`src/rtl/mult_div_unit.sv`:
```
// Iterative radix-2 multiply/divide unit with architectural HI/LO registers.
// MULT/MULTU use shift-add, DIV/DIVU use restoring division, one bit per cycle.
module mult_div_unit #(
  parameter int unsigned WIDTH = 32
) (
  input  logic             clk,
  input  logic             rst,
  input  logic             Start,
  input  logic [1:0]       Op,
  input  logic [WIDTH-1:0] SrcA,
  input  logic [WIDTH-1:0] SrcB,
  input  logic             HiWE,
  input  logic             LoWE,
  input  logic [WIDTH-1:0] WriteData,
  output logic             Busy,
  output logic             Done,
  output logic [WIDTH-1:0] HI,
  output logic [WIDTH-1:0] LO
);

  localparam int unsigned CW = $clog2(WIDTH);
  localparam logic [CW-1:0] LastCount = CW'(WIDTH - 1);

  typedef enum logic [1:0] {StIdle, StCalc, StFix} state_e;

  state_e             r_state;
  logic [CW-1:0]      r_count;
  logic [WIDTH-1:0]   r_b;
  logic [2*WIDTH-1:0] r_acc;
  logic               r_is_div;
  logic               r_neg_lo;
  logic               r_neg_hi;
  logic               r_done;
  logic [WIDTH-1:0]   r_hi;
  logic [WIDTH-1:0]   r_lo;

  logic               w_signed;
  logic               w_dbz;
  logic [WIDTH-1:0]   w_abs_a;
  logic [WIDTH-1:0]   w_abs_b;
  logic [WIDTH:0]     w_madd;
  logic [2*WIDTH-1:0] w_mstep;
  logic [WIDTH:0]     w_shift;
  logic [WIDTH:0]     w_trial;
  logic [2*WIDTH-1:0] w_dstep;
  logic [2*WIDTH-1:0] w_prod_fix;
  logic [WIDTH-1:0]   w_quo_fix;
  logic [WIDTH-1:0]   w_rem_fix;

  assign w_signed = ~Op[0];
  assign w_dbz    = Op[1] && (SrcB == '0);
  assign w_abs_a  = (w_signed && SrcA[WIDTH-1]) ? (-SrcA) : SrcA;
  assign w_abs_b  = (w_signed && SrcB[WIDTH-1]) ? (-SrcB) : SrcB;

  // Multiply: upper half accumulates, lower half holds the multiplier shifting out LSB-first.
  assign w_madd  = {1'b0, r_acc[2*WIDTH-1:WIDTH]} + (r_acc[0] ? {1'b0, r_b} : '0);
  assign w_mstep = {w_madd, r_acc[WIDTH-1:1]};

  // Divide: upper half is the partial remainder, lower half shifts dividend out / quotient in.
  assign w_shift = {r_acc[2*WIDTH-1:WIDTH], r_acc[WIDTH-1]};
  assign w_trial = w_shift - {1'b0, r_b};
  assign w_dstep = w_trial[WIDTH] ? {w_shift[WIDTH-1:0], r_acc[WIDTH-2:0], 1'b0}
                                  : {w_trial[WIDTH-1:0], r_acc[WIDTH-2:0], 1'b1};

  assign w_prod_fix = r_neg_lo ? (-r_acc) : r_acc;
  assign w_quo_fix  = r_neg_lo ? (-r_acc[WIDTH-1:0]) : r_acc[WIDTH-1:0];
  assign w_rem_fix  = r_neg_hi ? (-r_acc[2*WIDTH-1:WIDTH]) : r_acc[2*WIDTH-1:WIDTH];

  always_ff @(posedge clk or posedge rst) begin
    if (rst) begin
      r_state  <= StIdle;
      r_count  <= '0;
      r_b      <= '0;
      r_acc    <= '0;
      r_is_div <= 1'b0;
      r_neg_lo <= 1'b0;
      r_neg_hi <= 1'b0;
      r_done   <= 1'b0;
      r_hi     <= '0;
      r_lo     <= '0;
    end else begin
      r_done <= 1'b0;
      unique case (r_state)
        StIdle: begin
          if (Start) begin
            r_count  <= '0;
            r_b      <= w_abs_b;
            r_is_div <= Op[1];
            // Divide-by-zero presets HI=SrcA, LO=all-ones with no sign fix-up.
            r_neg_lo <= ~w_dbz & w_signed & (SrcA[WIDTH-1] ^ SrcB[WIDTH-1]);
            r_neg_hi <= ~w_dbz & w_signed & Op[1] & SrcA[WIDTH-1];
            if (w_dbz) begin
              r_acc   <= {SrcA, {WIDTH{1'b1}}};
              r_state <= StFix;
            end else begin
              r_acc   <= {{WIDTH{1'b0}}, w_abs_a};
              r_state <= StCalc;
            end
          end else begin
            if (HiWE) r_hi <= WriteData;
            if (LoWE) r_lo <= WriteData;
          end
        end
        StCalc: begin
          r_acc   <= r_is_div ? w_dstep : w_mstep;
          r_count <= r_count + CW'(1);
          if (r_count == LastCount) r_state <= StFix;
        end
        StFix: begin
          if (r_is_div) begin
            r_hi <= w_rem_fix;
            r_lo <= w_quo_fix;
          end else begin
            r_hi <= w_prod_fix[2*WIDTH-1:WIDTH];
            r_lo <= w_prod_fix[WIDTH-1:0];
          end
          r_done  <= 1'b1;
          r_state <= StIdle;
        end
        default: r_state <= StIdle;
      endcase
    end
  end

  assign Busy = (r_state != StIdle);
  assign Done = r_done;
  assign HI   = r_hi;
  assign LO   = r_lo;

endmodule

```
`config.mk`:
```
export PLATFORM = sky130hd
export DESIGN_NAME = mult_div_unit
export DESIGN_NICKNAME = d
export VERILOG_FILES = /design/src/rtl/mult_div_unit.sv
export SDC_FILE = /design/constraint.sdc
export NUM_CORES = 1
export LEC_CHECK = 0
export BUFFER_PORTS_ARGS = -buffer_cell sky130_fd_sc_hd__buf_2
export CORE_MARGIN = 1
export CORE_UTILIZATION = 55
export DETAILED_ROUTE_END_ITERATION = 10
export PLACE_DENSITY_LB_ADDON = 0.3
export SYNTH_ARGS = -nofsm -noshare
export SYNTH_HDL_FRONTEND = slang
export SYNTH_SLANG_ARGS = --single-unit
```
`constraint.sdc`:
```
create_clock -name clk -period 6.45 [get_ports clk]
set_input_delay 0 -clock clk [delete_from_list [all_inputs] [get_ports clk]]
set_output_delay 0 -clock clk [all_outputs]
set_load 0.02 [all_outputs]
```
Yosys cells after proc, flatten, opt, wreduce, memory -nomap -nowiden
Index checks and enable logic that the tools add are counted.
{"block": "totals", "out_inout_bits": 66, "register_bits": 171, "input_bits": 103, "wordCells": 72}
{"block": "op_classes", "n_mux": 26, "reduce_logical": 13, "n_eq_ne": 8, "add_sub_neg": 8, "bitwise": 7}
{"operator": "$mux W32", "n": 11}
{"operator": "$mux W64", "n": 5}
{"operator": "$neg A32 Y32", "n": 4}
{"operator": "$pmux W32 S2", "n": 2}
{"operator": "$pmux W64 S2", "n": 1}
{"operator": "$neg A64 Y64", "n": 1}
{"operator": "$add A32 B32 Y33", "n": 1}
{"operator": "$sub A33 B32 Y33", "n": 1}
{"operator": "$logic_not A32 Y1", "n": 1}
{"operator": "$ne A2 B2 Y1 const B", "n": 5}
{"operator": "$pmux W5 S2", "n": 1}
{"operator": "$mux W2", "n": 3}
{"operator": "$reduce_and A2 Y1", "n": 3}
{"operator": "$reduce_and A3 Y1", "n": 2}
{"operator": "$reduce_bool A2 Y1", "n": 3}
{"operator": "$add A5 B1 Y5 const B", "n": 1}
{"operator": "$eq A5 B5 Y1 const B", "n": 1}
{"operator": "$mux W5", "n": 1}
{"operator": "$and A1 B1 Y1", "n": 4}
{"operator": "$pmux W2 S2", "n": 1}
{"operator": "$logic_and A1 B1 Y1", "n": 3}
{"operator": "$eq A2 B1 Y1 const B", "n": 1}
{"operator": "$eq A2 B2 Y1 const B", "n": 1}
{"operator": "$logic_not A2 Y1", "n": 1}
{"operator": "3 further kinds", "n": 4}

Depth between registers and ports, before layout
Gate-level depths: netlist (run 1).
{"block": "logic_depth", "ltp_word": 6, "ltp_mapped": 15, "ltp_nobuf": 13}

Least setup slack after synthesis (run 1)
Ideal clock, no wire load.
{"block": "synth_path", "kind": "register to register", "start": "register r_acc[0]", "end": "register r_acc[61]", "setup_ns": 0.143, "t_arrival_ns": 3.704, "synth_period_minus_slack_ns": 3.847, "stages_incl_launch_ff": 16, "n_path_buf": 2, "setup_slack_ns": 2.603, "t_required_ns": 6.307, "path_cell_list": "dfrtp_1 inv_1 buf_1 nor2_1 ha_1 clkbuf_1 nand4_1 or2_2 nor3_1 o311ai_1 a2111oi_0 nor3_1 or3_1 o21ai_1 xnor2_1 o221ai_1"}
{"block": "synth_via", "elab_chain_len": 4}
{"item": "from (decl)", "line_no": "29", "text": "logic [2*WIDTH-1:0] r_acc;"}
{"item": "from (signal assigned)", "line_no": "93", "text": "r_acc <= {SrcA, {WIDTH{1'b1}}};"}
{"item": "from (signal assigned)", "line_no": "96", "text": "r_acc <= {{WIDTH{1'b0}}, w_abs_a};"}
{"item": "from (signal assigned)", "line_no": "105", "text": "r_acc <= r_is_div ? w_dstep : w_mstep;"}
{"item": "$mux W32", "line_no": "56", "text": "assign w_madd = {1'b0, r_acc[2*WIDTH-1:WIDTH]} + (r_acc[0] ? {1'b0, r_b} : '0);"}
{"item": "$add A32 B32 Y33", "line_no": "56"}
{"item": "$mux W64", "line_no": "105"}
{"item": "$pmux W64 S2", "line_no": "83", "text": "unique case (r_state)"}
No other way between the ends.
A chain may end at the register's enable or synchronous reset.

Worst setup path after layout (run 1)
Ends and elaborated chain as after synthesis.

==> results.py, run 1 <==
metrics = {
    "status": {
        "status": "finished, final reports clean",
    },
    "sta": {
        "tns_ns": 0,
        "finalHoldViolCount": 0,
        "layout_min_cycle_time_ns": 4.786,
        "fin_skew_ns": 0.01727,
        "slew_headroom_pct": 24.18,
        "rsz0062_at_grt": "no",
        "slew_violations": 0,
        "fmax_ghz": 0.2089,
        "setup_violations": 0,
        "worstMarginPinSlew_ns": 1.135,
        "timing.final.crit_share_pct": 74.20,
    },
    "grt": {
        "grt_max_degree": 104,
        "grt_use_total_pct": 32.60,
        "antenna_found_initial": 0,
        "grt.overflow.total": 0,
        "grt_pass1_vias": 13572,
        "grt_pass1_wl_mm": 69.05,
    },
    "route": {
        "vias_per_cell": 6.140,
        "drt_wl_total_mm": 43.35,
        "drcViolationCount": 0,
        "wl_per_cell_um": 18.86,
        "ant_nets": 0,
        "via_count": 14110,
        "drt_pre_antenna_iters": 6,
        "initialDrtViolationCount": 1221,
    },
    "die": {
        "die_width_um": 163.2,
        "die-area_mm2": 0.02664,
        "initial_core_util_pct": 56.44,
        "rows": 58,
        "core-area_mm2": 0.02533,
        "io_pins": 169,
        "dieHeight_um": 163.2,
    },
    "critical_path": {
        "cp.arrival_ns": 5.07,
        "path_class": "reg -> reg",
        "crit_required_ns": 6.73,
        "cp_slowest_cell": "a2111oi_0",
        "startpoint_type": "register",
        "crit_fanout": 33,
        "slowest_delay_ns": 0.89,
        "cp_common_cell": "nor3_1",
        "endpoint_kind": "register",
        "cp_cell_sequence": "inv_1 > nor2_1 > ha_1 > nand4_1 > or2_2 > nor3_1 > o311ai_1 > a2111oi_0 > nor3_1 > or3_1 > o21ai_1 > xnor2_1 > o221ai_1",
    },
    "clock_network": {
        "cts_tree": "done",
        "insertion_delay_ns": 0.43,
        "cts.path.max_buffers": 2,
        "cts.sinks": 171,
        "cts-root-buf": "clkbuf_16",
        "cts.clk_slew.worst_paths_ns": 0.08,
        "htreeDepth": 4,
        "cts-buffers-inserted": 17,
    },
    "power": {
        "clkPwrFrac_pct": 10.7,
        "p_seq_share_pct": 24.3,
        "switching_power_mw": 4.886,
        "vdd_ir_drop_max_mv": 0.2720,
        "combPwrFrac_pct": 65.0,
        "intPower_mw": 4.728,
        "switching_share_pct": 50.82,
        "p_leak_nw": 7.164,
        "p_per_area_mw_per_mm2": 567.4,
    },
    "synthesis": {
        "synthTopCellsByCount": "211 x o21ai_0, 206 x nand2_1, 171 x dfrtp_1, 115 x nor2_1, 106 x mux2i_1",
        "synth.area.top_cells": "dfrtp_1 30%, mux2i_1 7.4%, o21ai_0 7.4%, xnor2_1 6.3%, ha_1 6.1%",
        "synth.largest_area_cell": "dfrtp_1",
        "synth_warnings": 0,
        "syn_area_per_cell_um2": 8.173,
        "ys_async_sr_fraction_pct": 100.0,
        "synth_fp_nets": 1924,
        "syn_area_mm2": 0.01429,
        "synth_top_area_share_pct": 29.94,
        "synthFlopType": "dfrtp_1",
        "netlist_instances": 1749,
        "yosysUniqueCellTypes": 69,
        "synth_edf_count": 0,
        "ys_seq_elements": 171,
        "yosysMostFrequentCell": "o21ai_0",
        "yosysSeqAreaShare_pct": 29.94,
    },
    "place": {
        "gp_congestion": 0.9778,
        "io_buffers": 168,
        "hpwlAfterDp_mm": 31.41,
    },
    "final_layout": {
        "final_util_pct": 66.90,
        "syn_to_final_growth_pct": 18.54,
        "nNetsFinal": 2131,
        "n_antenna_cell": 0,
        "drive_above_1_share_pct": 13.21,
    },
    "job": {
        "maxCapViolCount": 0,
    },
    "hold_path": {
        "hold_class": "in -> async",
    },
}
-- registers in the layout, summed over array words and instances, names as in the netlist --
name	flops
r_acc	64
HI	32
LO	32
r_b	32
r_count	5
r_state	2
Done	1
r_is_div	1
r_neg_hi	1
r_neg_lo	1
-- worst max-delay path, delay by kind of cell (launching register included) --
kind	cells	cell delay, ns
AO/OA/AOI/OAI	4	1.46
AND/OR/NAND/NOR	6	1.39
buffers and inverters	1	0.76
adder cells (fa/ha/maj)	1	0.47
flip-flops	1	0.42
XOR/XNOR	1	0.14
-- power by group through the flow --
stage               combinational [mW]  clock, mW  sequential, mW
floorplan                         4.47          0            2.29
global route                      6.87       1.08            2.40
finish                            6.25       1.03            2.34
detailed placement                6.05          0            2.32
global placement                  5.93          0            2.28
CTS                               6.14       1.03            2.30
-- logic make-up (layout without fill, tap and decap cells) --
kind of cell	count (synthesis)	count (layout)	synth area share (%)
and+or+nand+nor	529	529	17.82
AOI/OAI and AO/OA	520	520	22.30
xor gates and xnor gates	173	173	10.60
DFF	171	171	29.94
buffers and inverters	163	382	4.333
muxes	121	121	8.605
adders and majority gates	72	72	6.408
-- final timing paths --
path	startpoint	endpoint	slack, ns	cells past startpoint
min reg2reg	r_b[10]$_DFFE_PP0P_	r_b[10]$_DFFE_PP0P_	0.48	2
min	rst	HI[4]$_DFFE_PP0P_	0.29	3
min in group clk	Start	r_b[0]$_DFFE_PP0P_	0.34	5
max in group asynchronous	rst	r_acc[60]$_DFFE_PP0P_	4.71	4
max	r_acc[0]$_DFFE_PP0P_	r_acc[61]$_DFFE_PP0P_	1.66	13
max reg2reg	r_acc[0]$_DFFE_PP0P_	r_acc[61]$_DFFE_PP0P_	1.66	13
-- placed cells by master (no fill, tap or decap), types with 15 or more instances in the layout --
| master | instances |
|---|---|
| dlygate4sd3_1 | 103 |
| or3_1 | 20 |
| mux2_2 | 15 |
| nand3_1 | 18 |
| o21ai_0 | 211 |
| inv_1 | 62 |
| xnor2_1 | 103 |
| a31oi_1 | 18 |
| nor3_1 | 31 |
| mux2i_1 | 106 |
| ha_1 | 70 |
| a21oi_1 | 105 |
| o211ai_1 | 18 |
| a21o_1 | 20 |
| clkbuf_16 | 17 |
| buf_4 | 16 |
| buf_2 | 168 |
| nor2_1 | 113 |
| nand2b_1 | 30 |
| o31ai_1 | 33 |
| dfrtp_1 | 170 |
| xor2_1 | 69 |
| nand2_1 | 205 |
| nor2b_1 | 20 |
| a222oi_1 | 18 |
-- per-layer routing --
metal	global-route usage, %	part of all wire, %	vias to the layer above
met3	4.063	7.7	103
met4	11.60	2.8	0
met2	52.70	45	661
met5	0	0	-
li1	-	-	6728
met1	44.65	44	6618
-- cell type report --
| class | count | area (um^2) |
|---|---|---|
| tap | 330 | 412.9 |
| inverter | 64 | 245.2 |
| multi-input combinational | 1415 | 9433 |
| timing repair buffer | 287 | 1992 |
| clock buffer | 17 | 425.4 |
| clock inverter | 14 | 155.1 |
| sequential | 171 | 4280 |
| fill | 2081 | 8383 |
-- repair_timing --
item,4_1_cts,5_1_grt
gates resized for setup,0,0
endpoints found under the hold margin,244,0
buffers inserted,0,0
hold buffers,103,0
-- per-stage QoR --
stage | std cells | area [um^2] | hold slack, ns | setup WS (ns) | total power, mW
6_report | 2298 | 16940 | 0.2853 | 1.664 | 9.615
5_1_grt | 2298 | 16940 | 0.3677 | 1.203 | 10.34
4_1_cts | 2298 | 16940 | 0.3250 | 1.751 | 9.466
3_5_place_dp | 2164 | 15330 | 0.2543 | 1.761 | 8.369
3_3_place_gp | 2164 | 15330 | 0.2493 | 1.939 | 8.216
2_1_floorplan | 1749 | 14290 | 0.09623 | 1.818 | 6.762
(Power assumes the default switching activity.)
==> inputs of run 2 (changes only) <==
--- a/config.mk
+++ b/config.mk
@@ -7,7 +7,7 @@
 export LEC_CHECK = 0
 export BUFFER_PORTS_ARGS = -buffer_cell sky130_fd_sc_hd__buf_2
 export CORE_MARGIN = 1
-export CORE_UTILIZATION = 55
+export CORE_UTILIZATION = 54
 export DETAILED_ROUTE_END_ITERATION = 10
 export PLACE_DENSITY_LB_ADDON = 0.3
 export SYNTH_ARGS = -nofsm -noshare
==> constraint.sdc (replaced) <==
create_clock -name clk -period 4.01 [get_ports clk]
set_input_delay 0 -clock clk [delete_from_list [all_inputs] [get_ports clk]]
set_output_delay 0 -clock clk [all_outputs]
set_load 0.02 [all_outputs]
==> run 2 against run 1 <==
- hold slack worse by 0.18 ns
- routed wire length is 2.7% higher
- clock skew is 0.0048 ns higher
==> results.py, run 2 (same netlist as run 1, synthesis figures left out) <==
metrics = {
    "status": {
        "status": "finished, final reports clean",
    },
    "route": {
        "ant_nets": 0,
        "vias_per_cell": 6.048,
        "wl_per_cell_um": 18.94,
        "drt_wl_total_mm": 44.52,
        "drcViolationCount": 0,
        "via_count": 14218,
        "drt_pre_antenna_iters": 6,
        "initialDrtViolationCount": 1235,
    },
    "sta": {
        "timing.final.crit_share_pct": 93.80,
        "setup_ws_ns": 0.2487,
        "fin_skew_ns": 0.02209,
        "slew_headroom_pct": 29.77,
        "rsz0062_at_grt": "no",
        "setup_violations": 0,
        "finalHoldViolCount": 0,
        "slew_violations": 0,
        "fmax_ghz": 0.2659,
        "tns_ns": 0,
        "layout_min_cycle_time_ns": 3.761,
        "worstMarginPinSlew_ns": 1.051,
    },
    "place": {
        "gp_congestion": 0.9583,
        "hpwlAfterDp_mm": 32.63,
        "io_buffers": 168,
        "preCtsSetupSlack_ns": 0.1559,
    },
    "die": {
        "core-area_mm2": 0.02598,
        "initial_core_util_pct": 55.01,
        "rows": 59,
        "io_pins": 169,
        "die_width_um": 164.7,
        "die-area_mm2": 0.02712,
        "dieHeight_um": 164.7,
    },
    "final_layout": {
        "drive_above_1_share_pct": 15.23,
        "final_common_cell": "o21ai_0",
        "regMostFlops": "r_acc",
        "largest_reg_flops": 64,
        "nNetsFinal": 2179,
        "final_cell_mix": "211 x o21ai_0, 205 x nand2_1, 170 x dfrtp_1, 168 x buf_2, 114 x nor2_1",
        "n_antenna_cell": 0,
        "syn_to_final_growth_pct": 21.50,
    },
    "grt": {
        "grtUsageMet1_pct": 44.28,
        "antenna_found_initial": 0,
        "grt_pass1_vias": 13534,
        "grt_pass1_wl_mm": 69.94,
        "use_met2_pct": 54.11,
        "grt.overflow.total": 0,
        "grt_use_met3_pct": 5.098,
        "grt_max_degree": 78,
        "grt_use_total_pct": 32.84,
        "globalRoute.busiestLayer": "met2",
    },
    "clock_network": {
        "cts_tree": "done",
        "insertion_delay_ns": 0.45,
        "cts_setup_buffers": 0,
        "cts.path.max_buffers": 2,
        "cts-buffers-inserted": 17,
        "cts.sinks": 171,
        "htreeDepth": 4,
        "cts.clk_slew.worst_paths_ns": 0.08,
        "cts-root-buf": "clkbuf_16",
    },
    "power": {
        "combPwrFrac_pct": 67.5,
        "intPower_mw": 7.968,
        "vdd_ir_drop_max_mv": 0.4386,
        "clkPwrFrac_pct": 10.2,
        "switching_share_pct": 49.93,
        "p_seq_share_pct": 22.3,
        "switching_power_mw": 7.947,
        "p_leak_nw": 7.388,
        "p_per_area_mw_per_mm2": 916.4,
    },
    "critical_path": {
        "path_class": "reg -> reg",
        "crit_required_ns": 4.31,
        "cp.arrival_ns": 4.06,
        "crit_fanout": 8,
        "endpoint_kind": "register",
        "startpoint_type": "register",
    },
    "job": {
        "maxCapViolCount": 0,
    },
    "hold_path": {
        "hold_class": "in -> async",
    },
}
-- run 2: cell count changes in the layout (fill, tap and decap cells not counted), sizes merged --
cell / previous run / this run
clkinvlp: 0 / 5
inv: 70 / 69
clkinv: 8 / 4
dlygate4sd3: 103 / 106
buf: 184 / 229
-- run 2: per-stage QoR --
step | cells | cell area (um^2) | hold WS, ns | power [mW] | util (%)
after floorplan | 1749 | 14300 | 0.09623 | 10.88 | -
after global placement | 2214 | 15720 | 0.03469 | 13.72 | 60.51
after detailed placement | 2214 | 15720 | 0.04001 | 13.94 | 60.51
after CTS | 2351 | 17350 | 0.1211 | 15.68 | 66.75
after global routing | 2351 | 17370 | 0.1523 | 17.13 | 66.83
final | 2351 | 17370 | 0.1093 | 15.92 | 66.83
-- run 2: final cells by class --
cell class | instances | area (um^2)
sequential | 171 | 4280
clock buffer | 17 | 425.4
clock inverter | 14 | 136.4
fill | 2150 | 8618
timing repair buffer | 335 | 2410
multi-input combinational | 1415 | 9452
inverter | 64 | 244.0
tap | 335 | 419.2
-- run 2: repair_timing --
item                                    4_1_cts  5_1_grt
hold buffers                                106        0
hold endpoints to repair                    203        0
gates resized for setup                       0        4
endpoints found under the setup margin        0        4
-- run 2: path summary, 6_finish.rpt --
| path | startpoint | endpoint | slack, ns | depth (start not counted) |
|---|---|---|---|---|
| setup reg to reg | r_acc[2]$_DFFE_PP0P_ | HI[31]$_DFFE_PP0P_ | 0.25 | 10 |
| hold / removal | rst | HI[7]$_DFFE_PP0P_ | 0.11 | 3 |
| hold reg to reg | r_b[17]$_DFFE_PP0P_ | r_b[17]$_DFFE_PP0P_ | 0.48 | 2 |
| setup / recovery | r_acc[2]$_DFFE_PP0P_ | HI[31]$_DFFE_PP0P_ | 0.25 | 10 |
| max in group asynchronous | rst | r_b[22]$_DFFE_PP0P_ | 2.87 | 4 |
| min in group clk | SrcB[1] | r_b[1]$_DFFE_PP0P_ | 0.39 | 4 |
-- run 2: power groups by stage --
stage	sequential (mW)	combinational, mW	clock, mW
floorplan	3.68	7.19	0
global placement	3.49	10.2	0
detailed placement	3.53	10.4	0
CTS	3.51	10.5	1.64
global route	3.65	11.8	1.71
finish	3.54	10.7	1.63
-- run 2: worst max-delay path, cell delays in order, from the launching register on --
cell     delay (ns)
dfrtp_1        0.45
or3_4          0.42
or4_4          0.54
or3_4          0.40
or4_4          0.52
or4_4          0.59
nand2_1        0.22
o21ai_0        0.14
xor2_1         0.19
nand2_1        0.07
o21ai_0        0.07
-- run 2: per-layer routing --
metal  share of wire (%)  vias to the layer above
li1                    -                     6837
met1                  44                     6618
met2                  46                      679
met3                 8.0                       84
met4                 2.4                        0
met5                   0                        -
==> inputs of run 3 (changes only) <==
--- a/config.mk
+++ b/config.mk
@@ -7,7 +7,8 @@
 export LEC_CHECK = 0
 export BUFFER_PORTS_ARGS = -buffer_cell sky130_fd_sc_hd__buf_2
 export CORE_MARGIN = 1
-export CORE_UTILIZATION = 54
+export CORE_UTILIZATION = 55
+export CTS_BUF_LIST = sky130_fd_sc_hd__clkbuf_8
 export DETAILED_ROUTE_END_ITERATION = 10
 export PLACE_DENSITY_LB_ADDON = 0.3
 export SYNTH_ARGS = -nofsm -noshare
==> run 3 against run 2 <==
- maximum frequency up 0.74%
- critical path depth up 5
- via count down 0.51%
- total power decreased by 2.4%
- register-to-register slack improved by 0.03 ns
- final cell count is 0.13% lower
- global-route usage is 0.67 points higher
==> results.py, run 3 (same netlist as run 1, synthesis figures left out) <==
metrics = {
    "status": {
        "status": "finished, final reports clean",
    },
    "route": {
        "ant_nets": 0,
        "vias_per_cell": 6.024,
        "drt_wl_total_mm": 43.95,
        "via_count": 14145,
        "initialDrtViolationCount": 1262,
        "drt_pre_antenna_iters": 6,
        "wl_per_cell_um": 18.72,
        "drcViolationCount": 0,
    },
    "power": {
        "p_leak_nw": 7.331,
        "vdd_ir_drop_max_mv": 0.4314,
        "p_per_area_mw_per_mm2": 902.0,
    },
    "die": {
        "initial_core_util_pct": 56.44,
        "dieHeight_um": 163.2,
        "core-area_mm2": 0.02533,
        "io_pins": 169,
        "rows": 58,
        "die-area_mm2": 0.02664,
        "die_width_um": 163.2,
    },
    "critical_path": {
        "startpoint_type": "register",
        "cp.arrival_ns": 4.07,
        "r2r_start": "r_acc[0]$_DFFE_PP0P_",
        "crit_required_ns": 4.35,
        "crit_start": "r_acc[0]$_DFFE_PP0P_",
        "crit_fanout": 32,
        "endpoint_kind": "register",
        "path_class": "reg -> reg",
    },
    "sta": {
        "slew_headroom_pct": 25.02,
        "tns_ns": 0,
        "worstMarginPinSlew_ns": 1.122,
        "rsz0062_at_grt": "yes",
        "fmax_ghz": 0.2678,
        "hold_ws_ns": 0.06497,
        "slew_violations": 0,
        "timing.final.crit_share_pct": 93.11,
        "setup_violations": 0,
        "finalHoldViolCount": 0,
        "setup_ws_ns": 0.2763,
        "layout_min_cycle_time_ns": 3.734,
        "fin_skew_ns": 0.01781,
    },
    "grt": {
        "grt_max_degree": 172,
        "grt_pass1_wl_mm": 70.60,
        "grt_pass1_vias": 13880,
        "antenna_found_initial": 0,
        "grt_use_total_pct": 33.51,
        "grt.overflow.total": 0,
    },
    "place": {
        "preCtsSetupSlack_ns": 0.08987,
        "hpwlAfterDp_mm": 31.78,
        "io_buffers": 168,
        "gp_congestion": 0.9713,
    },
    "final_layout": {
        "syn_to_final_growth_pct": 20.46,
        "regMostFlops": "r_acc",
        "final_cell_mix": "211 x o21ai_0, 205 x nand2_1, 170 x dfrtp_1, 168 x buf_2, 114 x nor2_1",
        "largest_reg_flops": 64,
        "drive_above_1_share_pct": 15.26,
        "fill_cells": 2043,
        "nNetsFinal": 2181,
        "final_common_cell": "o21ai_0",
        "n_antenna_cell": 0,
    },
    "clock_network": {
        "cts.sinks": 171,
        "cts-buffers-inserted": 17,
        "cts.path.max_buffers": 2,
        "insertion_delay_ns": 0.50,
        "cts-root-buf": "clkbuf_8",
        "cts_tree": "done",
        "cts.clk_slew.worst_paths_ns": 0.11,
        "htreeDepth": 4,
        "cts_setup_buffers": 0,
    },
    "hold_path": {
        "worstHoldStart": "SrcA[31]",
        "hold_class": "in -> reg",
    },
    "job": {
        "maxCapViolCount": 0,
    },
}
## run 3: cell count changes in the layout (fill, tap and decap cells not counted), sizes merged
cell | previous run | this run
dlygate4sd3 | 106 | 108
clkinv | 4 | 7
clkinvlp | 5 | 1
inv | 69 | 70
## run 3: final cells by class
type / instances / area, um^2 / area share, %
Clock buffer: 17 / 234.0 / 1.359
Clock inverter: 14 / 150.1 / 0.8720
Timing Repair Buffer: 337 / 2430 / 14.11
Sequential cell: 171 / 4280 / 24.86
Tap cell: 330 / 412.9 / 2.398
Inverter: 64 / 244.0 / 1.417
Multi-Input combinational cell: 1415 / 9467 / 54.98
## run 3: final timing paths
path	to	slack (ns)	cells after the start
hold reg to reg	r_count[3]$_DFFE_PP0P_	0.49	1
max in group asynchronous	r_is_div$_DFFE_PP0P_	2.96	4
hold / removal	r_acc[31]$_DFFE_PP0P_	0.06	5
min in group asynchronous	LO[2]$_DFFE_PP0P_	0.34	4
setup reg to reg	r_acc[57]$_DFFE_PP0P_	0.28	15
setup / recovery	r_acc[57]$_DFFE_PP0P_	0.28	15
## run 3: power breakdown
| group | leakage, nW | total, mW | internal, mW | switching [mW] |
|---|---|---|---|---|
| clock network | 0.196 | 1.24 | 0.464 | 0.778 |
| logic | 5.10 | 10.8 | 4.56 | 6.22 |
| registers | 2.04 | 3.50 | 2.60 | 0.904 |
| total | 7.33 | 15.5 | 7.63 | 7.90 |
## run 3: repair_timing
action,CTS,global route
hold endpoints to repair,321,0
gates resized for setup,0,6
setup endpoints to repair,0,5
hold buffers,108,0
## run 3: per-stage QoR
stage | power [mW] | utilization (%) | instance area [um^2] | instances
after floorplan | 10.88 | - | 14300 | 1749
after global placement | 13.71 | 62.05 | 15720 | 2209
after detailed placement | 13.95 | 62.05 | 15720 | 2209
after CTS | 15.30 | 67.84 | 17180 | 2348
after global routing | 16.79 | 67.98 | 17220 | 2348
final | 15.53 | 67.98 | 17220 | 2348
## run 3: worst max-delay path, cell delays in order, from the launching register on
cell and delay, ns:
dfrtp_1 0.44, inv_1 0.13, buf_12 0.19, nor2_1 0.09
fa_1 0.43, a21o_1 0.22, a22oi_1 0.29, nor3_2 0.12
o311ai_4 0.38, a2111oi_2 0.12, buf_4 0.16, or3_1 0.34
a21oi_1 0.18, xnor2_1 0.08, a222oi_1 0.28, o21ai_0 0.12
## run 3: layer usage
metal  GRT usage (%)  vias to the layer above  share of wire (%)
li1                -                     6817                  -
met1           45.29                     6616                 44
met2           54.10                      606                 45
met3           4.926                      106                7.3
met4           12.53                        0                2.9
met5               0                        -                  0
